### config.mk
export PLATFORM = sky130hd
export DESIGN_NAME = prog_timer
export DESIGN_NICKNAME = d
export VERILOG_FILES = /design/src/rtl/prog_timer_pkg.sv /design/src/rtl/prog_timer_tick_gen.sv /design/src/rtl/prog_timer.sv
export SDC_FILE = /design/constraint.sdc
export NUM_CORES = 1
export LEC_CHECK = 0
export BUFFER_PORTS_ARGS = -buffer_cell sky130_fd_sc_hd__buf_4
export CAP_MARGIN = 20
export CELL_PAD_IN_SITES_DETAIL_PLACEMENT = 1
export CELL_PAD_IN_SITES_GLOBAL_PLACEMENT = 1
export CORE_MARGIN = 2
export CORE_UTILIZATION = 30
export CTS_BUF_LIST = sky130_fd_sc_hd__clkbuf_2
export DETAILED_ROUTE_END_ITERATION = 10
export GPL_TIMING_DRIVEN = 0
export PLACE_DENSITY = 0.64
export SYNTH_ARGS = -nofsm -noshare
export SYNTH_HDL_FRONTEND = slang
export SYNTH_SLANG_ARGS = --single-unit
### constraint.sdc
create_clock -name clk -period 5.4 [get_ports clk]
set_input_delay 0.81 -clock clk [delete_from_list [all_inputs] [get_ports clk]]
set_output_delay 0.81 -clock clk [all_outputs]
set_load 0.005 [all_outputs]
### src/rtl/prog_timer_pkg.sv
// Shared types and default widths for the programmable down-counting timer.
package prog_timer_pkg;

   typedef enum logic [1:0] {
      IDLE = 2'd0,
      RUN  = 2'd1,
      HOLD = 2'd2
   } state_t;

   typedef enum logic {
      ONE_SHOT = 1'b0,
      PERIODIC = 1'b1
   } mode_t;

   localparam int DEF_CNT_W   = 32;
   localparam int DEF_PRESC_W = 8;
   localparam int DEF_EXP_W   = 8;

endpackage

### src/rtl/prog_timer_tick_gen.sv
// Prescaler: wraps 0..presc while enabled and flags the wrap cycle as a tick.
module tick_gen
   import prog_timer_pkg::*;
#(
   parameter int PRESC_W = DEF_PRESC_W
) (
   input  logic               clk,
   input  logic               rst_n,
   input  logic               clr,
   input  logic               en,
   input  logic [PRESC_W-1:0] presc,
   output logic               tick
);

   logic [PRESC_W-1:0] cnt;

   assign tick = en && (cnt == presc);

   always_ff @(posedge clk) begin
      if (!rst_n) begin
         cnt <= '0;
      end else if (clr) begin
         cnt <= '0;
      end else if (en) begin
         cnt <= tick ? '0 : cnt + PRESC_W'(1);
      end
   end

endmodule

### src/rtl/prog_timer.sv
// Programmable down-counting timer: one-shot/periodic, prescaled, with hold, abort and expiry count.
module prog_timer
   import prog_timer_pkg::*;
#(
   parameter int CNT_W   = DEF_CNT_W,
   parameter int PRESC_W = DEF_PRESC_W,
   parameter int EXP_W   = DEF_EXP_W
) (
   input  logic               clk,
   input  logic               rst_n,
   input  logic               start,
   input  logic               stop,
   input  logic               hold,
   input  logic               periodic,
   input  logic [CNT_W-1:0]   load_val,
   input  logic [PRESC_W-1:0] presc,
   output logic               ready,
   output logic               busy,
   output logic               notify,
   output logic               err,
   output logic [CNT_W-1:0]   count,
   output logic [EXP_W-1:0]   exp_cnt
);

   state_t             state;
   mode_t              mode_q;
   logic [CNT_W-1:0]   count_q;
   logic [CNT_W-1:0]   load_q;
   logic [PRESC_W-1:0] presc_q;
   logic [EXP_W-1:0]   exp_q;
   logic               notify_q;
   logic               err_q;

   logic active;
   logic start_ok;
   logic tick;

   function automatic logic [EXP_W-1:0] sat_inc(input logic [EXP_W-1:0] v);
      return (&v) ? v : v + EXP_W'(1);
   endfunction

   assign active   = (state != IDLE);
   assign start_ok = !stop && start && (load_val != '0);

   // The prescaler only advances on cycles where nothing outranks the tick.
   tick_gen #(
      .PRESC_W (PRESC_W)
   ) u_tick_gen (
      .clk   (clk),
      .rst_n (rst_n),
      .clr   (stop || start_ok),
      .en    (active && !hold && !stop && !start_ok),
      .presc (presc_q),
      .tick  (tick)
   );

   always_ff @(posedge clk) begin
      if (!rst_n) begin
         state    <= IDLE;
         mode_q   <= ONE_SHOT;
         count_q  <= '0;
         load_q   <= '0;
         presc_q  <= '0;
         exp_q    <= '0;
         notify_q <= 1'b0;
         err_q    <= 1'b0;
      end else begin
         notify_q <= 1'b0;
         err_q    <= 1'b0;
         if (stop) begin
            if (active) begin
               state   <= IDLE;
               count_q <= '0;
            end
         end else if (start_ok) begin
            load_q  <= load_val;
            presc_q <= presc;
            mode_q  <= periodic ? PERIODIC : ONE_SHOT;
            count_q <= load_val;
            exp_q   <= '0;
            state   <= hold ? HOLD : RUN;
         end else begin
            // A rejected start only flags err; a running timer carries on.
            err_q <= start;
            if (active) begin
               if (hold) begin
                  state <= HOLD;
               end else begin
                  state <= RUN;
                  if (tick) begin
                     if (count_q == CNT_W'(1)) begin
                        notify_q <= 1'b1;
                        exp_q    <= sat_inc(exp_q);
                        if (mode_q == PERIODIC) begin
                           count_q <= load_q;
                        end else begin
                           count_q <= '0;
                           state   <= IDLE;
                        end
                     end else begin
                        count_q <= count_q - CNT_W'(1);
                     end
                  end
               end
            end
         end
      end
   end

   assign ready   = (state == IDLE);
   assign busy    = (state == RUN) || (state == HOLD);
   assign notify  = notify_q;
   assign err     = err_q;
   assign count   = count_q;
   assign exp_cnt = exp_q;

endmodule

==> out/qor.csv, run 1 <==
metric,value,unit
outcome,"finished, final reports clean",
required,5.89,ns
start_util,30.71,%
avgViaCountPerCell,5.358,
drt_first_pass_iters,7,
pre_cts_slack,1.697,ns
avgSynthCellArea,7.945,sq um
synthesis.area,4878,sq um
power_frac_comb,24.4,%
hold_class,in -> reg,
power_density,261.2,nW/um^2
die_h,131.5,microns
die_width,131.5,microns
cts-htree-levels,3,
yosysWarnings,0,
crit_path_frequent_cell,clkbuf_1,
hpwl,13.12,mm
setup_viol,0,
fin_tns_setup,0,ns
cts_setup_buffers,0,
fmaxAchievable,303.9,MHz
ant_nets,0,
grt_first_pass_wirelength,27.59,mm
synth.largest_area_cell,dfxtp_1,
synth_edf_count,0,
p_clk_share,25.6,%
maxCapViolations,0,
placed_cells,918,
rsz0062_at_grt,no,
setup_ws,2.109,ns
drc,0,
rows,46,
numClockSinks,93,
grtUsageMet1,27.29,%
start_kind,flip-flop,
cts_resized,0,
critPathArrivalTime,3.78,ns
crit_chain,or4_1 -> clkbuf_1 -> nor4_2 -> nand3_1 -> clkbuf_1 -> clkbuf_1 -> o211ai_1 -> a31oi_1,
drive_above_1_share,15.46,%
critPathSlowestCell,nor4_2,
synth_top_area_share,38.16,%
async_reset_ff_share,0,%
fillers,1999,
min_period,3.291,ns
portBuffers,88,
ios,90,
met2_usage,32.96,%
die_area,17300,sq um
seq_area_frac_synth,38.16,%
hold_buffers,0,
worstSkewPairLatency,0.61,ns
clockBufferDepth,2,
busiest_layer,met2,
area_growth,21.70,%
p_total,0.001551,W
cts_buffers,9,
switching_share,33.55,%
post-route-period-util,60.94,%
yosysUniqueCellTypes,50,
syn_nets,665,
root_buffer,clkbuf_2,
finClkSkew,0.03248,ns
p_leak,2.250,nW
synth-seq-cells,93,
grt_pass1_vias,5078,
path_clk_slew,0.26,ns
vdd_drop_max,0.0001251,V
drt-total-wl,17.46,mm
switching_power,0.0005203,W
crit_fanout,10,
globalRouteMet3Util,3.665,%
p_int,0.001031,W
vias,5010,
synth_ff_type,dfxtp_1,
synthTopCellsByArea,"dfxtp_1 38%, nand2_1 8.7%, a21boi_0 6.5%, o21ai_0 4.2%, xnor2_1 3.9%",
critPathKind,reg -> reg,
wire_per_inst,18.67,microns
final-instance-count-excl-fill,935,
synthCells,614,
synth_most_common_cell,nand2_1,
coreArea,15890,sq um
max_slew_margin,33.23,%
seqPwrFrac,49.9,%
holdWs,0.4107,ns
fin_nets,764,
antenna_found_initial,1,
slew_viol_final,0,
grt.total_usage,20.17,%
grt_max_degree,15,
gp_congestion,0.8277,
cp_slowest_stage_delay,0.57,ns
endpoint_kind,flip-flop,
synth_commonest_cells,"113 x nand2_1, 93 x dfxtp_1, 42 x a21boi_0, 41 x clkbuf_1, 41 x o21ai_0",
tightestPinTransition,0.9994,ns
drtIter0Drc,179,
cts_tree,yes,
hold_viol_final,0,
grt_overflow,0,
[sequential cells by signal, summed over array words and instances, names as in the netlist]
| register | flops |
|---|---|
| exp_cnt | 8 |
| state | 2 |
| mode_q | 1 |
| load_q | 32 |
| err | 1 |
| u_tick_gen.cnt | 8 |
| presc_q | 8 |
| count | 32 |
| notify | 1 |
[cells by family after synthesis]
kind of cell / Yosys count / synth area share, %
adders and majority gates: 5 / 1.282
muxes: 1 / 0.2052
DFF: 93 / 38.16
xor gates and xnor gates: 44 / 7.899
AOI/OAI and AO/OA: 160 / 21.88
buffers and inverters: 52 / 4.180
and+or+nand+nor: 259 / 26.39
[power by group through the flow]
stage               clock network (W)  logic (W)  registers [W]
floorplan                           0   0.000226       0.000776
detailed placement                  0   0.000378       0.000787
global placement                    0   0.000368       0.000786
CTS                          0.000411   0.000380       0.000775
finish                       0.000397   0.000379       0.000774
global route                 0.000438   0.000420       0.000782
[layout make-up]
class	count	area (sq um)	area share [%]
plain buffers	43	170.2	2.866
clock buffers	9	45.04	0.7587
multi-input cells	469	2813	47.38
inverters	9	33.78	0.5690
flip-flops and latches	93	1862	31.36
clock inverters	7	80.08	1.349
diodes	1	2.502	0.04215
repair buffers	88	660.6	11.13
well taps	216	270.3	4.552
[final timing paths]
path	slack [ns]	to	depth (start not counted)	from
worst max-delay path	2.11	count[12]	8	count[16]
worst min-delay path	0.41	count[23]	3	load_val[23]
worst max register to register	2.11	count[12]	8	count[16]
worst min register to register	0.48	load_q[22]	2	load_q[22]
[metrics by stage]
stage	area, sq um	util, %
after detailed placement	5809	36.57
after global placement	5809	36.57
after CTS	5934	37.36
after global routing	5937	37.37
final	5937	37.37
after floorplan	4878	-
[worst max-delay path: cells and delay by family, from the launching register on]
family	cells	cell delay, ns
AND/OR/NAND/NOR	3	1.34
buffers and inverters	3	0.94
flip-flops	1	0.48
AO/OA/AOI/OAI	2	0.41
[layout by cell type (no fill, tap or decap), types with 14 or more instances in the layout]
cell,netlist,final
a21boi_0,42,42
a31oi_1,28,28
and3_1,14,14
buf_4,0,88
clkbuf_1,41,41
dfxtp_1,93,93
nand2_1,113,113
nand3_1,16,16
nor2_1,36,36
nor3_1,14,14
nor4_1,24,24
o211ai_1,19,19
o21ai_0,41,41
xnor2_1,22,22
xor2_1,22,22
[routing by layer]
metal	up-vias	wire length (microns)	share of wire, %
met5	-	0	0
met1	2473	8389	48
met4	0	257	1.5
li1	2418	-	-
met3	15	726	4.2
met2	104	8082	46
Note: power is estimated with default switching activity, not from simulation.
==> inputs of run 2 (changes only) <==
Settings changed: ABC_AREA set to 1, PLACE_DENSITY 0.64 to 0.66.
Clock period 5.4 ns to 3.3 ns, I/O delays scaled along.
==> out/qor.csv, run 2 <==
metric,value,unit,change
outcome,"finished, final reports clean",,unchanged
cts_setup_buffers,0,,unchanged
cts_tree,yes,,unchanged
seq_area_frac_synth,32.84,%,was 38.16%
fin_tns_setup,0,ns,unchanged
numClockSinks,93,,unchanged
setup_viol,0,,unchanged
cts_resized,0,,unchanged
fmaxAchievable,421.0,MHz,was 303.9 MHz
start_kind,flip-flop,,unchanged
grt_first_pass_wirelength,33.33,mm,was 27.59 mm
hold_viol_final,0,,unchanged
start_util,30.41,%,was 30.71%
gp_congestion,0.8273,,was 0.8277
avgSynthCellArea,5.943,sq um,was 7.945 sq um
layout_commonest_cell,nand2_1,,unchanged
drive_above_1_share,13.04,%,was 15.46%
grt.total_usage,21.77,%,was 20.17%
worstSkewPairLatency,0.65,ns,was 0.61 ns
rows,50,,was 46
synthCells,954,,was 614
max_slew_margin,57.01,%,was 33.23%
p_total,0.002774,W,was 0.001551 W
die_width,141.5,microns,was 131.5 microns
antenna_found_initial,1,,unchanged
clockBufferDepth,2,,unchanged
yosysWarnings,0,,unchanged
min_period,2.376,ns,was 3.291 ns
placed_cells,1276,,was 918
synth_ff_type,dfxtp_1,,unchanged
hp-start,start,,was load_val[23]
endpoint_kind,flip-flop,,unchanged
power_density,411.8,nW/um^2,was 261.2 nW/um^2
area_growth,18.80,%,was 21.70%
fin_nets,1104,,was 764
synth_top_area_share,32.84,%,was 38.16%
p_leak,3.157,nW,was 2.250 nW
drc,0,,unchanged
ant_nets,0,,unchanged
crit_chain,nor2_1 -> nand2_1 -> nor2_1 -> nand2_1 -> nor2_1 -> nand2_1 -> nand2_1 -> nor2_1 -> nor3_1 -> nor2_1 -> nor2_1,,was or4_1 -> clkbuf_1 -> nor4_2 -> nand3_1 -> clkbuf_1 -> clkbuf_1 -> o211ai_1 -> a31oi_1
tightestPinTransition,0.6449,ns,was 0.9994 ns
synth-seq-cells,93,,unchanged
critPathArrivalTime,2.95,ns,was 3.78 ns
synthTopCellsByArea,"dfxtp_1 33%, nand2_1 22%, nor2_1 14%, a21oi_1 4.7%, inv_1 4.6%",,"was dfxtp_1 38%, nand2_1 8.7%, a21boi_0 6.5%, o21ai_0 4.2%, xnor2_1 3.9%"
cts_buffers,9,,unchanged
crit_path_frequent_cell,nor2_1,,was clkbuf_1
hold_buffers,0,,unchanged
maxCapViolations,0,,unchanged
post-route-period-util,71.99,%,was 60.94%
grt_max_degree,16,,was 15
synth_edf_count,0,,unchanged
grt_pass1_vias,6039,,"was 5,078"
vias,6311,,"was 5,010"
portBuffers,88,,unchanged
coreArea,18640,sq um,"was 15,890 sq um"
cp_slowest_stage_delay,0.49,ns,was 0.57 ns
synth_most_common_cell,nand2_1,,unchanged
hold_class,in -> reg,,unchanged
slew_viol_final,0,,unchanged
drt_first_pass_iters,5,,was 7
finClkSkew,0.05369,ns,was 0.03248 ns
critPathSlowestCell,nor2_1,,was nor4_2
hpwl,17.44,mm,was 13.12 mm
grt_overflow,0,,unchanged
crit_fanout,7,,was 10
synthesis.area,5669,sq um,was 4878 sq um
vdd_drop_max,0.0001340,V,was 0.0001251 V
die_h,141.5,microns,was 131.5 microns
final-instance-count-excl-fill,1293,,was 935
drtIter0Drc,292,,was 179
yosysUniqueCellTypes,30,,was 50
drt-total-wl,21.74,mm,was 17.46 mm
wire_per_inst,16.82,microns,was 18.67 microns
critPathKind,reg -> reg,,unchanged
rsz0062_at_grt,no,,unchanged
synth_commonest_cells,"328 x nand2_1, 204 x nor2_1, 93 x dfxtp_1, 69 x inv_1, 53 x a21oi_1",,"was 113 x nand2_1, 93 x dfxtp_1, 42 x a21boi_0, 41 x clkbuf_1, 41 x o21ai_0"
cp-startpoint,count[2],,was count[16]
root_buffer,clkbuf_2,,unchanged
r2r-start,count[2],,was count[16]
path_clk_slew,0.31,ns,was 0.26 ns
async_reset_ff_share,0,%,unchanged
avgViaCountPerCell,4.881,,was 5.358
layout_common_cells,"328 x nand2_1, 204 x nor2_1, 93 x dfxtp_1",,"was 113 x nand2_1, 93 x dfxtp_1, 88 x buf_4"
holdWs,0.06505,ns,was 0.4107 ns
die_area,20010,sq um,"was 17,300 sq um"
syn_nets,1005,,was 665
required,3.87,ns,was 5.89 ns
ios,90,,unchanged
synth.largest_area_cell,dfxtp_1,,unchanged
cts-htree-levels,3,,unchanged
==> run 2: cell count changes after synthesis, moves of 14 or more <==
cell      change
nand2_1     +215
a21boi_0     -42
clkbuf_1     -25
nor4_1       -24
o211ai_1     -18
and3_1       -14
inv_1        +60
nor2_1      +168
a21oi_1      +46
xnor2_1      -14
a31oi_1      -28
nand3_1      +32
==> run 2: cell type report <==
cell class	instances	area [sq um]
timing repair buffer	88	660.6
inverter	72	271.5
clock buffer	9	45.04
tap	234	292.8
antenna	1	2.502
fill	2551	11910
multi-input combinational	754	3361
buffer	35	175.2
sequential	93	1862
clock inverter	7	65.06
==> run 2: logic make-up after synthesis <==
group,Yosys count,share of synthesized area [%]
xor+xnor,34,5.253
simple gates,614,43.48
flops,93,32.84
buf+inv,107,7.879
fa+ha+maj,5,1.104
compound gates,101,9.446
==> run 2: metrics by stage <==
stage / worst slack [ns] / instance area, sq um / utilization (%)
3_5_place_dp: 0.5475 / 6623 / 35.52
3_3_place_gp: 0.6004 / 6623 / 35.52
6_report: 0.9245 / 6735 / 36.13
5_1_grt: 0.6552 / 6735 / 36.13
4_1_cts: 0.9138 / 6733 / 36.11
2_1_floorplan: 1.427 / 5669 / -
==> run 2: final timing paths <==
check,to,slack (ns),cells past startpoint
worst max-delay path,count[27],0.92,11
worst min-delay path,err,0.07,3
worst max register to register,count[27],0.92,11
worst min register to register,load_q[30],0.47,2
==> run 2: critical path: cells and delay by family, from the launching register on <==
kind | cells | cell delay [ns]
and+or+nand+nor | 11 | 1.80
DFF | 1 | 0.48
==> run 2: metal layers <==
metal	wire [microns]	vias to the layer above	share of wire, %	track usage, %
met5	0	-	0	0
met1	10690	2988	49	30.30
met2	9756	120	45	34.85
met3	888	24	4.1	3.645
met4	407	0	1.9	6.053
li1	-	3179	-	-
==> run 2: where the power goes <==
part / total, W / internal, W / switching, W
registers: 0.00127 / 0.00119 / 0.0000796
clock network: 0.000612 / 0.000171 / 0.000441
logic: 0.000890 / 0.000308 / 0.000582
==> inputs of run 3 (changes only) <==
Clock period 3.3 ns to 2.45 ns, I/O delays scaled along.
==> out/qor.csv, run 3 (synthesis gave the netlist of run 2 again) <==
metric,value,unit,change
slew_viol_final,0,,unchanged
ios,90,,unchanged
start_kind,input pin,,was flip-flop
coreArea,18640,sq um,unchanged
worstSkewPairLatency,0.66,ns,was 0.65 ns
post-route-period-util,96.55,%,
final_cell_area,7156,sq um,was 6735 sq um
grt_overflow,0,,unchanged
drtIter0Drc,307,,was 292
required,3.04,ns,was 3.87 ns
cts-htree-levels,3,,unchanged
grt_max_degree,16,,unchanged
hold_class,in -> reg,,unchanged
layout_commonest_cell,nand2_1,,unchanged
crit_buf_inv,3,,was 0
pre_cts_slack,-0.1750,ns,was 0.5475 ns
path_clk_slew,0.27,ns,was 0.31 ns
rsz0062_at_grt,no,,unchanged
vdd_drop_max,0.0002215,V,was 0.0001340 V
fmaxAchievable,422.8,MHz,
critPathArrivalTime,2.95,ns,about the same
critPathSlowestCell,dlygate4sd3_1,,was nor2_1
area_growth,26.22,%,was 18.80%
hold_viol_final,0,,unchanged
cts_tree,yes,,unchanged
critPathKind,in -> reg,,was reg -> reg
grt_first_pass_wirelength,34.46,mm,was 33.33 mm
drt-total-wl,22.53,mm,was 21.74 mm
layout_common_cells,"328 x nand2_1, 197 x nor2_1, 93 x buf_4, 93 x dfxtp_1, 69 x inv_1",,"was 328 x nand2_1, 204 x nor2_1, 93 x dfxtp_1"
ant_nets,0,,unchanged
numClockSinks,93,,unchanged
die_h,141.5,microns,unchanged
crit_chain,dlygate4sd3_1 -> buf_4 -> nor2_1 -> nand2_1 -> nor2_1 -> nand2_1 -> nor2_1 -> nor2_1 -> nor2_4 -> nand2_4 -> nand2_4 -> buf_2 -> nor2_1 -> nor2_1,,was nor2_1 -> nand2_1 -> nor2_1 -> nand2_1 -> nor2_1 -> nand2_1 -> nand2_1 -> nor2_1 -> nor3_1 -> nor2_1 -> nor2_1
maxCapViolations,0,,unchanged
clockBufferDepth,2,,unchanged
place_area,6623,sq um,unchanged
start_util,30.41,%,unchanged
cp_slowest_stage_delay,0.53,ns,was 0.49 ns
whs_path_depth,3,,unchanged
min_period,2.365,ns,
tightestPinTransition,0.6560,ns,was 0.6449 ns
holdWs,0.02804,ns,was 0.06505 ns
r2r-start,count[1],,was count[2]
hold_path_end,mode_q,,was err
grt_pass1_vias,6256,,"was 6,039"
power_density,532.8,nW/um^2,was 411.8 nW/um^2
max_slew_margin,56.26,%,was 57.01%
r2r_cells,12,,was 11
die_area,20010,sq um,unchanged
setup_viol,0,,unchanged
crit_family,simple AND/OR/NAND/NOR gates,,unchanged
endpoint_kind,flip-flop,,unchanged
hp-start,periodic,,was start
outcome,"finished, final reports clean",,unchanged
portBuffers,88,,unchanged
drt_first_pass_iters,7,,was 5
setup_ws,0.08463,ns,was 0.9245 ns
finClkSkew,0.04916,ns,was 0.05369 ns
r2r_setup_slack,0.21,ns,was 0.92 ns
fin_tns_setup,0,ns,unchanged
fin_util,38.38,%,was 36.13%
die_width,141.5,microns,unchanged
wire_per_inst,16.90,microns,was 16.82 microns
fin_nets,1144,,"was 1,104"
gp_congestion,0.8273,,unchanged
vias,6521,,"was 6,311"
root_buffer,clkbuf_2,,unchanged
crit_fanout,10,,was 7
grt.total_usage,22.47,%,was 21.77%
p_leak,3.328,nW,was 3.157 nW
drive_above_1_share,13.66,%,was 13.04%
rows,50,,unchanged
hpwl,17.44,mm,unchanged
drc,0,,unchanged
avgViaCountPerCell,4.892,,was 4.881
cts_buffers,9,,unchanged
rr_endpoint,count[26],,was count[27]
antenna_found_initial,1,,unchanged
crit_path_frequent_cell,nor2_1,,unchanged
## run 3: worst max path at each step
| stage | startpoint | to | slack, ns | cells past startpoint |
|---|---|---|---|---|
| floorplan | load_val[3] | count[10] | 0.70 | 11 |
| global placement | load_val[15] | count[20] | -0.12 | 13 |
| detailed placement | load_val[15] | count[20] | -0.18 | 13 |
| CTS | load_val[29] | count[20] | 0.01 | 14 |
| global route | load_val[29] | count[20] | 0.01 | 14 |
| finish | load_val[29] | count[20] | 0.08 | 14 |
## run 3: through the flow
stage | std cells | power (W)
after global routing | 1333 | 0.004066
final | 1333 | 0.003812
after global placement | 1276 | 0.002930
after detailed placement | 1276 | 0.002943
after floorplan | 954 | 0.002456
after CTS | 1327 | 0.003820
## run 3: worst min-delay path, delay by kind of cell
family                 cells  cell delay, ns
AO/OA/AOI/OAI              2            0.20
buffers and inverters      1            0.08
## run 3: final cells by class
type / count / area (sq um)
fill: 2526 / 11490
multi-input combinational: 754 / 3391
sequential: 93 / 1862
timing repair buffer: 128 / 1051
tap: 234 / 292.8
inverter: 72 / 271.5
buffer: 35 / 175.2
clock inverter: 7 / 65.06
clock buffer: 9 / 45.04
antenna: 1 / 2.502
## run 3: power by group
group | switching [W] | internal (W) | total [W]
Clock | 0.000600 | 0.000230 | 0.000830
Sequential | 0.000108 | 0.00161 | 0.00171
Combinational | 0.000807 | 0.000462 | 0.00127
## run 3: repair_timing
item,in CTS,in global routing
setup buffers,0,4
hold buffers,35,1
setup endpoints to repair,0,34
gates resized for setup,0,10
hold endpoints to repair,35,2
## run 3: per-layer routing
layer	track usage, %	up-vias	part of all wire [%]
met5	0	-	0
met4	6.053	0	2.1
li1	-	3259	-
met1	30.57	3119	48
met3	3.645	24	3.5
met2	37.02	119	46
